--- config.mk ---
export PLATFORM = sky130hd
export DESIGN_NAME = dmem_arbiter_flat
export DESIGN_NICKNAME = d
export VERILOG_FILES = /design/src/rtl/dmem_arbiter_if.sv /design/src/rtl/dmem_arbiter.sv /design/src/flat_wrapper.sv
export SDC_FILE = /design/constraint.sdc
export NUM_CORES = 1
export LEC_CHECK = 0
export BUFFER_PORTS_ARGS = -buffer_cell sky130_fd_sc_hd__clkbuf_2
export CAP_MARGIN = 10
export CORE_MARGIN = 8
export CORE_UTILIZATION = 34
export CTS_CLUSTER_SIZE = 10
export DETAILED_ROUTE_END_ITERATION = 10
export PLACE_DENSITY = 0.73
export SLEW_MARGIN = 20
export SYNTH_ARGS = -nofsm -noshare
export SYNTH_HDL_FRONTEND = slang
export SYNTH_SLANG_ARGS = --single-unit
--- constraint.sdc ---
create_clock -name clk -period 1.5 [get_ports clk]
set_input_delay 0.15 -clock clk [delete_from_list [all_inputs] [get_ports clk]]
set_output_delay 0.15 -clock clk [all_outputs]
set_load 0.03 [all_outputs]
--- src/rtl/dmem_arbiter_if.sv ---
// Bus bundle for dmem_arbiter: MEM-stage port, DMA/debug port and RAM port.
// slave is the arbiter's view; master is the surrounding system's view.
interface dmem_arbiter_if #(
  parameter int AW = 8,
  parameter int DW = 16
);
  logic          mem_read;
  logic          mem_write;
  logic [AW-1:0] mem_addr;
  logic [DW-1:0] mem_wdata;
  logic [DW-1:0] mem_rdata;
  logic          stall;

  logic          dma_req;
  logic          dma_we;
  logic [AW-1:0] dma_addr;
  logic [DW-1:0] dma_wdata;
  logic          dma_done;
  logic [DW-1:0] dma_rdata;

  logic          ram_en;
  logic          ram_we;
  logic [AW-1:0] ram_addr;
  logic [DW-1:0] ram_wdata;
  logic [DW-1:0] ram_rdata;

  modport slave (
    input  mem_read, mem_write, mem_addr, mem_wdata,
    output mem_rdata, stall,
    input  dma_req, dma_we, dma_addr, dma_wdata,
    output dma_done, dma_rdata,
    output ram_en, ram_we, ram_addr, ram_wdata,
    input  ram_rdata
  );

  modport master (
    output mem_read, mem_write, mem_addr, mem_wdata,
    input  mem_rdata, stall,
    output dma_req, dma_we, dma_addr, dma_wdata,
    input  dma_done, dma_rdata,
    input  ram_en, ram_we, ram_addr, ram_wdata,
    output ram_rdata
  );
endinterface

--- src/rtl/dmem_arbiter.sv ---
// Shares a single-port synchronous data RAM between the MEM stage and a DMA/debug port.
// Define DMEM_ARB_FAIR_EN to compile in the DMA starvation guard.
module dmem_arbiter #(
  parameter int AW         = 8,
  parameter int DW         = 16,
  parameter int RD_LAT     = 1,
  parameter int STARVE_MAX = 4
) (
  input logic           clk,
  input logic           rst,
  dmem_arbiter_if.slave bus
);
  typedef enum logic [2:0] {IDLE, CPU_ACC, CPU_WAIT, DMA_ACC, DMA_WAIT} state_t;

  localparam logic [1:0] LAT = 2'(RD_LAT);

  state_t        state_reg, state_next;
  logic [1:0]    lat_reg, lat_next;
  logic          dma_done_reg;
  logic [DW-1:0] dma_rdata_reg;

  logic          cpu_req;
  logic          cpu_done;
  logic          dma_fin;
  logic          dma_first;
  logic          ram_en;
  logic          ram_we;
  logic [AW-1:0] ram_addr;
  logic [DW-1:0] ram_wdata;

  assign cpu_req = bus.mem_read | bus.mem_write;

`ifdef DMEM_ARB_FAIR_EN
  localparam logic [3:0] STARVE_LIM = 4'(STARVE_MAX);

  logic [3:0] starve_reg;
  logic       in_dma;

  assign in_dma    = (state_reg == DMA_ACC) || (state_reg == DMA_WAIT);
  assign dma_first = bus.dma_req && (starve_reg >= STARVE_LIM);

  // Counts cycles the DMA port has been kept waiting; saturates instead of wrapping.
  always_ff @(posedge clk or posedge rst) begin
    if (rst) begin
      starve_reg <= '0;
    end else if (state_reg == IDLE && state_next == DMA_ACC) begin
      starve_reg <= '0;
    end else if (bus.dma_req && !in_dma && starve_reg != 4'hF) begin
      starve_reg <= starve_reg + 4'd1;
    end
  end
`else
  logic [3:0] unused_starve_max;
  assign unused_starve_max = 4'(STARVE_MAX);
  assign dma_first         = 1'b0;
`endif

  always_ff @(posedge clk or posedge rst) begin
    if (rst) begin
      state_reg     <= IDLE;
      lat_reg       <= '0;
      dma_done_reg  <= 1'b0;
      dma_rdata_reg <= '0;
    end else begin
      state_reg    <= state_next;
      lat_reg      <= lat_next;
      dma_done_reg <= dma_fin;
      if (dma_fin && state_reg == DMA_WAIT) begin
        dma_rdata_reg <= bus.ram_rdata;
      end
    end
  end

  always_comb begin
    state_next = state_reg;
    lat_next   = lat_reg;
    ram_en     = 1'b0;
    ram_we     = 1'b0;
    ram_addr   = '0;
    ram_wdata  = '0;
    cpu_done   = 1'b0;
    dma_fin    = 1'b0;
    case (state_reg)
      IDLE: begin
        if (dma_first) begin
          state_next = DMA_ACC;
        end else if (cpu_req) begin
          state_next = CPU_ACC;
        end else if (bus.dma_req) begin
          state_next = DMA_ACC;
        end
      end
      CPU_ACC: begin
        ram_en    = 1'b1;
        ram_we    = bus.mem_write;
        ram_addr  = bus.mem_addr;
        ram_wdata = bus.mem_wdata;
        if (bus.mem_write) begin
          cpu_done   = 1'b1;
          state_next = IDLE;
        end else begin
          lat_next   = LAT;
          state_next = CPU_WAIT;
        end
      end
      CPU_WAIT: begin
        lat_next = lat_reg - 2'd1;
        if (lat_reg == 2'd1) begin
          cpu_done   = 1'b1;
          state_next = IDLE;
        end
      end
      DMA_ACC: begin
        ram_en    = 1'b1;
        ram_we    = bus.dma_we;
        ram_addr  = bus.dma_addr;
        ram_wdata = bus.dma_wdata;
        if (bus.dma_we) begin
          dma_fin    = 1'b1;
          state_next = IDLE;
        end else begin
          lat_next   = LAT;
          state_next = DMA_WAIT;
        end
      end
      DMA_WAIT: begin
        lat_next = lat_reg - 2'd1;
        if (lat_reg == 2'd1) begin
          dma_fin    = 1'b1;
          state_next = IDLE;
        end
      end
      default: state_next = IDLE;
    endcase
  end

  // A DMA access keeps the pipeline frozen because cpu_done stays low outside CPU states.
  assign bus.stall     = cpu_req & ~cpu_done;
  assign bus.mem_rdata = bus.ram_rdata;
  assign bus.dma_done  = dma_done_reg;
  assign bus.dma_rdata = dma_rdata_reg;
  assign bus.ram_en    = ram_en;
  assign bus.ram_we    = ram_we;
  assign bus.ram_addr  = ram_addr;
  assign bus.ram_wdata = ram_wdata;
endmodule

--- src/flat_wrapper.sv ---
// flat-port wrapper written by rule: the top's interface ports become plain ports
module dmem_arbiter_flat 
#(
  parameter int AW         = 8,
  parameter int DW         = 16,
  parameter int RD_LAT     = 1,
  parameter int STARVE_MAX = 4
)
  (clk, rst, bus_mem_read, bus_mem_write, bus_mem_addr, bus_mem_wdata, bus_mem_rdata, bus_stall, bus_dma_req, bus_dma_we, bus_dma_addr, bus_dma_wdata, bus_dma_done, bus_dma_rdata, bus_ram_en, bus_ram_we, bus_ram_addr, bus_ram_wdata, bus_ram_rdata);
  dmem_arbiter_if #(.AW(AW), .DW(DW)) bus_i ();
  input logic clk;
  input logic rst;
  input wire logic [$bits(bus_i.mem_read)-1:0] bus_mem_read;
  input wire logic [$bits(bus_i.mem_write)-1:0] bus_mem_write;
  input wire logic [$bits(bus_i.mem_addr)-1:0] bus_mem_addr;
  input wire logic [$bits(bus_i.mem_wdata)-1:0] bus_mem_wdata;
  output wire logic [$bits(bus_i.mem_rdata)-1:0] bus_mem_rdata;
  output wire logic [$bits(bus_i.stall)-1:0] bus_stall;
  input wire logic [$bits(bus_i.dma_req)-1:0] bus_dma_req;
  input wire logic [$bits(bus_i.dma_we)-1:0] bus_dma_we;
  input wire logic [$bits(bus_i.dma_addr)-1:0] bus_dma_addr;
  input wire logic [$bits(bus_i.dma_wdata)-1:0] bus_dma_wdata;
  output wire logic [$bits(bus_i.dma_done)-1:0] bus_dma_done;
  output wire logic [$bits(bus_i.dma_rdata)-1:0] bus_dma_rdata;
  output wire logic [$bits(bus_i.ram_en)-1:0] bus_ram_en;
  output wire logic [$bits(bus_i.ram_we)-1:0] bus_ram_we;
  output wire logic [$bits(bus_i.ram_addr)-1:0] bus_ram_addr;
  output wire logic [$bits(bus_i.ram_wdata)-1:0] bus_ram_wdata;
  input wire logic [$bits(bus_i.ram_rdata)-1:0] bus_ram_rdata;
  assign bus_i.mem_read = bus_mem_read;
  assign bus_i.mem_write = bus_mem_write;
  assign bus_i.mem_addr = bus_mem_addr;
  assign bus_i.mem_wdata = bus_mem_wdata;
  assign bus_mem_rdata = bus_i.mem_rdata;
  assign bus_stall = bus_i.stall;
  assign bus_i.dma_req = bus_dma_req;
  assign bus_i.dma_we = bus_dma_we;
  assign bus_i.dma_addr = bus_dma_addr;
  assign bus_i.dma_wdata = bus_dma_wdata;
  assign bus_dma_done = bus_i.dma_done;
  assign bus_dma_rdata = bus_i.dma_rdata;
  assign bus_ram_en = bus_i.ram_en;
  assign bus_ram_we = bus_i.ram_we;
  assign bus_ram_addr = bus_i.ram_addr;
  assign bus_ram_wdata = bus_i.ram_wdata;
  assign bus_i.ram_rdata = bus_ram_rdata;
  dmem_arbiter #(.AW(AW), .DW(DW), .RD_LAT(RD_LAT), .STARVE_MAX(STARVE_MAX)) u_core (.clk(clk), .rst(rst), .bus(bus_i));
endmodule
Word level (Yosys, flattened, before mapping)
Cells that the tools add are included.
{"block": "totals", "in_bits": 70, "ff_bits": 22}
{"block": "classes", "reduce_logical": 7, "n_eq_ne": 9, "n_mux": 18, "bitwise": 3, "add_sub_neg": 1}
{"cell": "$pmux W16 S2", "count": 1}
{"cell": "$pmux W8 S2", "count": 1}
{"cell": "$mux W3", "count": 4}
{"cell": "$pmux W3 S4", "count": 1}
{"cell": "$eq A3 B2 Y1 const B", "count": 2}
{"cell": "$mux W2", "count": 3}
{"cell": "$pmux W1 S2", "count": 3}
{"cell": "$pmux W2 S3", "count": 1}
{"cell": "$mux W1", "count": 4}
{"cell": "$ne A2 B2 Y1 const B", "count": 2}
{"cell": "$reduce_or A2 Y1", "count": 2}
{"cell": "$eq A3 B1 Y1 const B", "count": 1}
{"cell": "$eq A3 B3 Y1 const B", "count": 1}
{"cell": "$logic_not A3 Y1", "count": 1}
{"cell": "$ne A3 B2 Y1 const B", "count": 1}
{"cell": "$reduce_and A3 Y1", "count": 1}
{"cell": "$reduce_bool A3 Y1", "count": 1}
{"cell": "$eq A2 B1 Y1 const B", "count": 1}
{"cell": "$ne A2 B1 Y1 const B", "count": 1}
{"cell": "$reduce_and A2 Y1", "count": 1}
{"cell": "$sub A2 B1 Y2 const B", "count": 1}
{"cell": "$and A1 B1 Y1", "count": 1}
{"cell": "$logic_and A1 B1 Y1", "count": 1}
{"cell": "$not A1 Y1", "count": 1}
{"cell": "$or A1 B1 Y1", "count": 1}

Depth between registers and ports, before layout
Gate-level depths: netlist (run 1).
{"block": "depth", "ltp_word": 5, "depth_mapped": 6}

Worst setup path after synthesis (run 1)
No wires, ideal clock.
{"block": "synth_path", "kind": "flip-flop to output port", "startpoint": "register u_core.state_reg[1]", "endpoint": "output bus_ram_wdata[11]", "required_ps": 1350, "path_stages_with_launch": 6, "arrival_time_ps": 1371, "path_slack_ps": -21, "path_cell_list": "dfrtp_1 -> buf_4 -> buf_4 -> buf_4 -> mux2i_1 -> nor2_1"}
{"block": "synth_between", "elab_chain_len": 2}
{"item": "start, declared", "line_no": "dmem_arbiter.sv:17", "rtl": "state_t state_reg, state_next;"}
{"item": "start signal, assigned", "line_no": "dmem_arbiter.sv:65", "rtl": "state_reg <= state_next;"}
{"item": "$eq A3 B2 Y1 or $eq A3 B1 Y1 (tied branches)", "line_no": "dmem_arbiter.sv:83", "rtl": "case (state_reg)"}
{"item": "$pmux W16 S2 (*)", "line_no": "dmem_arbiter.sv:83"}
{"item": "end, declared", "line_no": "flat_wrapper.sv:28", "rtl": "output wire logic [$bits(bus_i.ram_wdata)-1:0] bus_ram_wdata;"}
Every way passes the cells marked *; elsewhere a longest branch is shown, timed or not.

Worst setup path after layout (run 1)
{"block": "layout_path", "startpoint": "register u_core.state_reg[1]", "endpoint": "output bus_ram_addr[4]"}
{"block": "layout_between", "elab_chain_len": 2}
{"item": "$eq A3 B2 Y1 or $eq A3 B1 Y1 (tied branches)", "line_no": "dmem_arbiter.sv:83"}
{"item": "$pmux W8 S2 (*)", "line_no": "dmem_arbiter.sv:83"}
{"item": "end, declared", "line_no": "flat_wrapper.sv:27", "rtl": "output wire logic [$bits(bus_i.ram_addr)-1:0] bus_ram_addr;"}
Marked as above.

==> results.toml, run 1 <==
[run_status]
outcome = "finished with violations"
violations = "setup timing"

[worst_setup_path]
cp_data_required_time_ps = 1350
worstPathArrival_ps = 1480
worstSetupPathType = "reg2out"
cp-start-kind = "flip-flop"
crit_fanout = 8
critPathCaptureType = "primary output"

[die]
coreArea_um2 = 4320
dieArea_um2 = 6820
start_util_pct = 34.9
num_io_pins = 130
rows = 24
die_y_um = 82.6
fp.dieW_um = 82.6

[clock_tree]
cts_tree = "yes"
worst_skew_pair.late_latency_ps = 260
clock_sink_count = 22
cts_root_buffer = "clkbuf_8"
h-tree-depth = 1
clock_path_buffers = 2
cts_inserted_buffers = 3
clk_pin_slew_ps = 90

[yosys]
synth.distinct_cells = 26
synthTopCellsByArea = "dfrtp_1 37%, mux2i_1 17%, buf_4 10%"
synthTopCellsByCount = "27 x nor2_1, 25 x mux2i_1, 22 x dfrtp_1"
synth-seq-cells = 22
syn_area_um2 = 1510
netlist_instances = 145
yosys_warnings = 0
syn_area_per_cell_um2 = 10.4
yosysMostFrequentCell = "nor2_1"
async_flop_share_pct = 100
synth_edf_count = 0
synth_ff_type = "dfrtp_1"
ys_seq_area_share_pct = 36.5
synth_top_area_cell = "dfrtp_1"
yosysTopAreaCellShare_pct = 36.5
syn_nets = 216

[detailed_routing]
drt-initial-drc-count = 18
vias_per_cell = 4.75
drc = 0
ant_nets = 0
vias = 1587
avgRoutedWirePerCell_um = 15.5
first_pass_iters = 4
routed_wl_um = 5170

[worst_hold_path]
min_path_type = "in2reg"

[global_route]
grt_pass1_wl_um = 7260
first_global_vias = 1664
grt_util_all_layers_pct = 13.3
grt_start_max_net_pins = 25
overflow = 0
antenna_found_initial = 0

[timing]
period_needed_ps = 1630
worst_pin_slew_ps = 242
hold_viol_final = 0
fin_crit_sh_pct = 108
clock.fmax_mhz = 615
relSlewSlack_pct = 83.9
setup_violations = 25
rsz0062_at_grt = "yes"
final-max-slew-violation-count = 0
setup_slack_ps = -126
clock-skew-final_ps = 11.9

[cells_and_area]
n_antenna_cell = 0
final_core_util_pct = 63.0
syn_to_final_growth_pct = 80.7
fin_area_um2 = 2730
largest_reg_flops = 16
final_nets = 354
multi_input_area_um2 = 841
nFillCells = 368
final-seq-area_um2 = 553
drive_above_1_share_pct = 75.5

[place]
dp_hpwl_um = 3740
gp_congestion = 0.797
io_buffers = 129
post_dp_cell_area_um2 = 2200
pre_cts_ws_ps = -33.4

[pwr]
powerDensity_nw_per_um2 = 2030
finalPower_mw = 5.52
irDropWorstVdd_v = 0.00103
leakage_nw = 1.43

[run]
max_cap_viol_count = 0
layout by cell type (no fill, tap or decap), types with 2 or more instances in the layout:
cell type	n
a21oi_1	4
buf_12	6
buf_4	21
buf_6	4
clkbuf_16	2
clkbuf_2	103
clkbuf_8	24
dfrtp_1	20
dfrtp_2	2
inv_1	4
inv_2	2
mux2_2	7
mux2_4	9
mux2i_1	22
mux2i_2	2
nand2_1	3
nand2_4	2
nor2_1	8
nor2_2	19
worst max-delay path: stages, from the launching register on:
cell and delay [ps]:
dfrtp_2 460, buf_12 160, buf_12 140, mux2i_2 150
nor2_2 120, clkbuf_8 180
path summary, 6_finish.rpt:
kind                       cells past startpoint                     from  slack [ps]                  endpoint
max                                            5      u_core.state_reg[1]        -130           bus_ram_addr[4]
min in group asynchronous                      3                      rst         320       u_core.state_reg[2]
min reg2reg                                    1  u_core.bus.dma_rdata[6]         510   u_core.bus.dma_rdata[6]
min                                            2         bus_ram_rdata[9]         130   u_core.bus.dma_rdata[9]
max in group asynchronous                      4                      rst         680  u_core.bus.dma_rdata[11]
max reg2reg                                    5      u_core.state_reg[1]           0   u_core.bus.dma_rdata[6]
through the flow:
step | setup TNS (ps) | hold slack [ps] | std cells
3_3_place_gp | 0 | 50.1 | 312
3_5_place_dp | -148 | 62.7 | 312
6_report | -1120 | 129 | 334
5_1_grt | -3040 | 130 | 334
4_1_cts | -744 | 125 | 326
2_1_floorplan | 0 | 139 | 145
cell families after synthesis:
| kind of cell | count (synthesis) | synth area share [%] |
|---|---|---|
| compound gates | 11 | 5.15 |
| xor+xnor | 1 | 0.581 |
| fa+ha+maj | 1 | 0.830 |
| buf+inv | 31 | 14.9 |
| flops | 22 | 36.5 |
| mux | 41 | 30.8 |
| simple gates | 38 | 11.2 |
report_power, final:
group / total [mW] / internal, mW / switching (mW)
Clock: 0.422 / 0.234 / 0.189
Sequential: 0.989 / 0.830 / 0.159
Combinational: 4.11 / 1.97 / 2.14
per-layer routing:
metal / GRT usage (%) / wire length, µm
met1: 14.1 / 1850
met2: 23.4 / 2580
met3: 5.52 / 652
met4: 4.48 / 89
met5: 0 / 0
area by class of cell:
type	count	area share, %
clock buffer	4	2.02
inverter	6	0.826
multi-input combinational	92	30.9
sequential	22	20.3
tap	52	2.39
timing repair buffer	158	43.6
repair_timing:
action	CTS	global route
pin swaps	5	7
setup buffers	9	6
cloned	0	2
endpoints found under the hold margin	5	0
gates resized for setup	57	19
hold buffers	1	0
endpoints found under the setup margin	35	40
(Power assumes the default switching activity.)
==> inputs of run 2 (changes only) <==
--- a/config.mk
+++ b/config.mk
@@ -7,11 +7,11 @@
 export LEC_CHECK = 0
 export BUFFER_PORTS_ARGS = -buffer_cell sky130_fd_sc_hd__clkbuf_2
 export CAP_MARGIN = 10
-export CORE_MARGIN = 8
-export CORE_UTILIZATION = 34
+export CORE_MARGIN = 5
+export CORE_UTILIZATION = 30
 export CTS_CLUSTER_SIZE = 10
 export DETAILED_ROUTE_END_ITERATION = 10
-export PLACE_DENSITY = 0.73
+export PLACE_DENSITY = 0.65
 export SLEW_MARGIN = 20
 export SYNTH_ARGS = -nofsm -noshare
 export SYNTH_HDL_FRONTEND = slang
==> run 2 against run 1 <==
  * The flow still finishes with violations (setup timing)
  * Clock-buffer cell count is 1 lower
  * Hold slack better by 4.6 ps
  * Core utilization is 6.6 points lower
  * Sequential share of layout area is 0.18 points higher
  * Combinational power is 4% lower
  * Die area is 4.1% lower
  * Via count is 2.9% lower
  * Critical path depth is 1 lower
  * Cell count is 2.1% higher
  * Non-clock buffer count is 8 lower
==> results.toml, run 2 (synthesis results as in run 1) <==
[cells_and_area]
largest_reg_flops = 16
final_nets = 346
drive_above_1_share_pct = 76.6
final_cell_mix = "102 x clkbuf_2, 26 x clkbuf_8, 23 x nor2_2"
nFillCells = 419
n_antenna_cell = 0
final_common_cell = "clkbuf_2"
fin_area_um2 = 2700
syn_to_final_growth_pct = 79.2

[worst_setup_path]
crit_fanout = 13
timing.rr.start = "u_core.state_reg[1]"
worstPathArrival_ps = 1400
cpPeakStageDelay_ps = 470
crit_start = "u_core.state_reg[1]"
slowest_stage = "dfrtp_2"
crit_end = "bus_ram_addr[7]"
cp-start-kind = "flip-flop"
worstSetupPathType = "reg2out"
critPathCaptureType = "primary output"
reg2regPathDepth = 5
crit_chain = "buf_12, mux2i_2, nor2_2, clkbuf_8"
r2r_end = "u_core.bus.dma_rdata[3]"
cp_data_required_time_ps = 1350
r2r_slack_ps = 0

[detailed_routing]
vias_per_cell = 4.52
routed_wl_um = 4890
ant_nets = 0
avgRoutedWirePerCell_um = 14.3
first_pass_iters = 4
drt-initial-drc-count = 35
drc = 0
vias = 1541

[timing]
worst_pin_slew_ps = 326
setup_violations = 24
clock.fmax_mhz = 644
relSlewSlack_pct = 78.2
rsz0062_at_grt = "yes"
final-max-slew-violation-count = 0
period_needed_ps = 1550
fin_crit_sh_pct = 104
hold_ws_ps = 133
clock-skew-final_ps = 5.47
hold_viol_final = 0
setup_slack_ps = -52.6

[clock_tree]
clock_sink_count = 22
cts_tree = "yes"
cts_root_buffer = "clkbuf_8"
h-tree-depth = 1
cts_inserted_buffers = 3
worst_skew_pair.late_latency_ps = 260
clock_path_buffers = 2
clk_pin_slew_ps = 80

[global_route]
grt_util_all_layers_pct = 13.7
overflow = 0
antenna_found_initial = 0
first_global_vias = 1587
grt_pass1_wl_um = 7170
grt_start_max_net_pins = 26

[pwr]
intPower_mw = 3.06
powerDensity_nw_per_um2 = 2040
finalPower_mw = 5.51
pwr-share-seq_pct = 18.4
power_frac_clock_pct = 9.9
irDropWorstVdd_v = 0.00114
leakage_nw = 1.39
swShare_pct = 44.4
p_sw_mw = 2.44
comb_power_share_pct = 71.7

[place]
gp_congestion = 0.828
io_buffers = 129
dp_hpwl_um = 3460
post_dp_cell_area_um2 = 2160

[worst_hold_path]
min_path_type = "in2reg"

[die]
rows = 25
coreArea_um2 = 4790
fp.dieW_um = 80.9
dieArea_um2 = 6540
die_y_um = 80.9
num_io_pins = 130
start_util_pct = 31.5

[run_status]
violations = "setup timing"
outcome = "finished with violations"

[run]
max_cap_viol_count = 0
run 2: cell count changes in the layout (fill, tap and decap cells not counted), sizes merged:
cell,delta
bufinv,+1
buf,-9
run 2: routing by layer:
layer,vias up,wire length [µm],GRT usage (%)
met3,8,477,3.88
li1,731,-,-
met5,-,0,0
met2,89,2520,24.4
met1,713,1810,15.9
met4,0,78,4.05
run 2: stage by stage:
| stage | setup WS [ps] | utilization, % | instances | TNS, ps |
|---|---|---|---|---|
| floorplan | 19.0 | - | 145 | 0 |
| global placement | 28.2 | 45.1 | 323 | 0 |
| detailed placement | -10.9 | 45.1 | 323 | -48.1 |
| CTS | -44.8 | 54.3 | 338 | -278 |
| global route | -130 | 56.4 | 341 | -2460 |
| finish | -52.6 | 56.4 | 341 | -567 |
run 2: worst min path at each step:
stage	start	to	slack [ps]	depth (start not counted)
floorplan	rst	u_core.bus.dma_done	140	1
global placement	rst	u_core.bus.dma_rdata[15]	110	2
detailed placement	rst	u_core.bus.dma_rdata[15]	100	2
CTS	bus_ram_rdata[10]	u_core.bus.dma_rdata[10]	130	2
global route	bus_ram_rdata[8]	u_core.bus.dma_rdata[8]	120	2
finish	bus_ram_rdata[10]	u_core.bus.dma_rdata[10]	130	2
run 2: power by group through the flow:
stage               clock network (mW)  logic, mW  registers (mW)
floorplan                            0       1.90            1.30
global placement                     0       2.97            1.01
detailed placement                   0       3.00            1.01
CTS                              0.559       3.76           0.994
global route                     0.599       4.17            1.04
finish                           0.545       3.95            1.01
run 2: critical path: cells and delay by family, from the launching register on:
| kind | cells | cell delay [ps] |
|---|---|---|
| flops | 1 | 470 |
| buf+inv | 2 | 350 |
| mux | 1 | 260 |
| simple gates | 1 | 60 |
run 2: cell type report:
type                    count  area [µm²]  share of cell area, %
clock buffers               3        41.3                   1.53
clock inverters             1        30.0                   1.11
inverters                   6        22.5                  0.834
multi-input cells          92         860                   31.8
flip-flops and latches     22         553                   20.5
well taps                  67        83.8                   3.10
repair buffers            150        1110                   41.1
run 2: what timing repair did:
| action | 4_1_cts | 5_1_grt |
|---|---|---|
| buffers inserted | 9 | 2 |
| hold buffers | 1 | 0 |
| setup endpoints to repair | 34 | 32 |
| resized for setup | 63 | 21 |
| gates cloned | 1 | 1 |
| pin swaps | 4 | 1 |
| hold endpoints to repair | 8 | 0 |
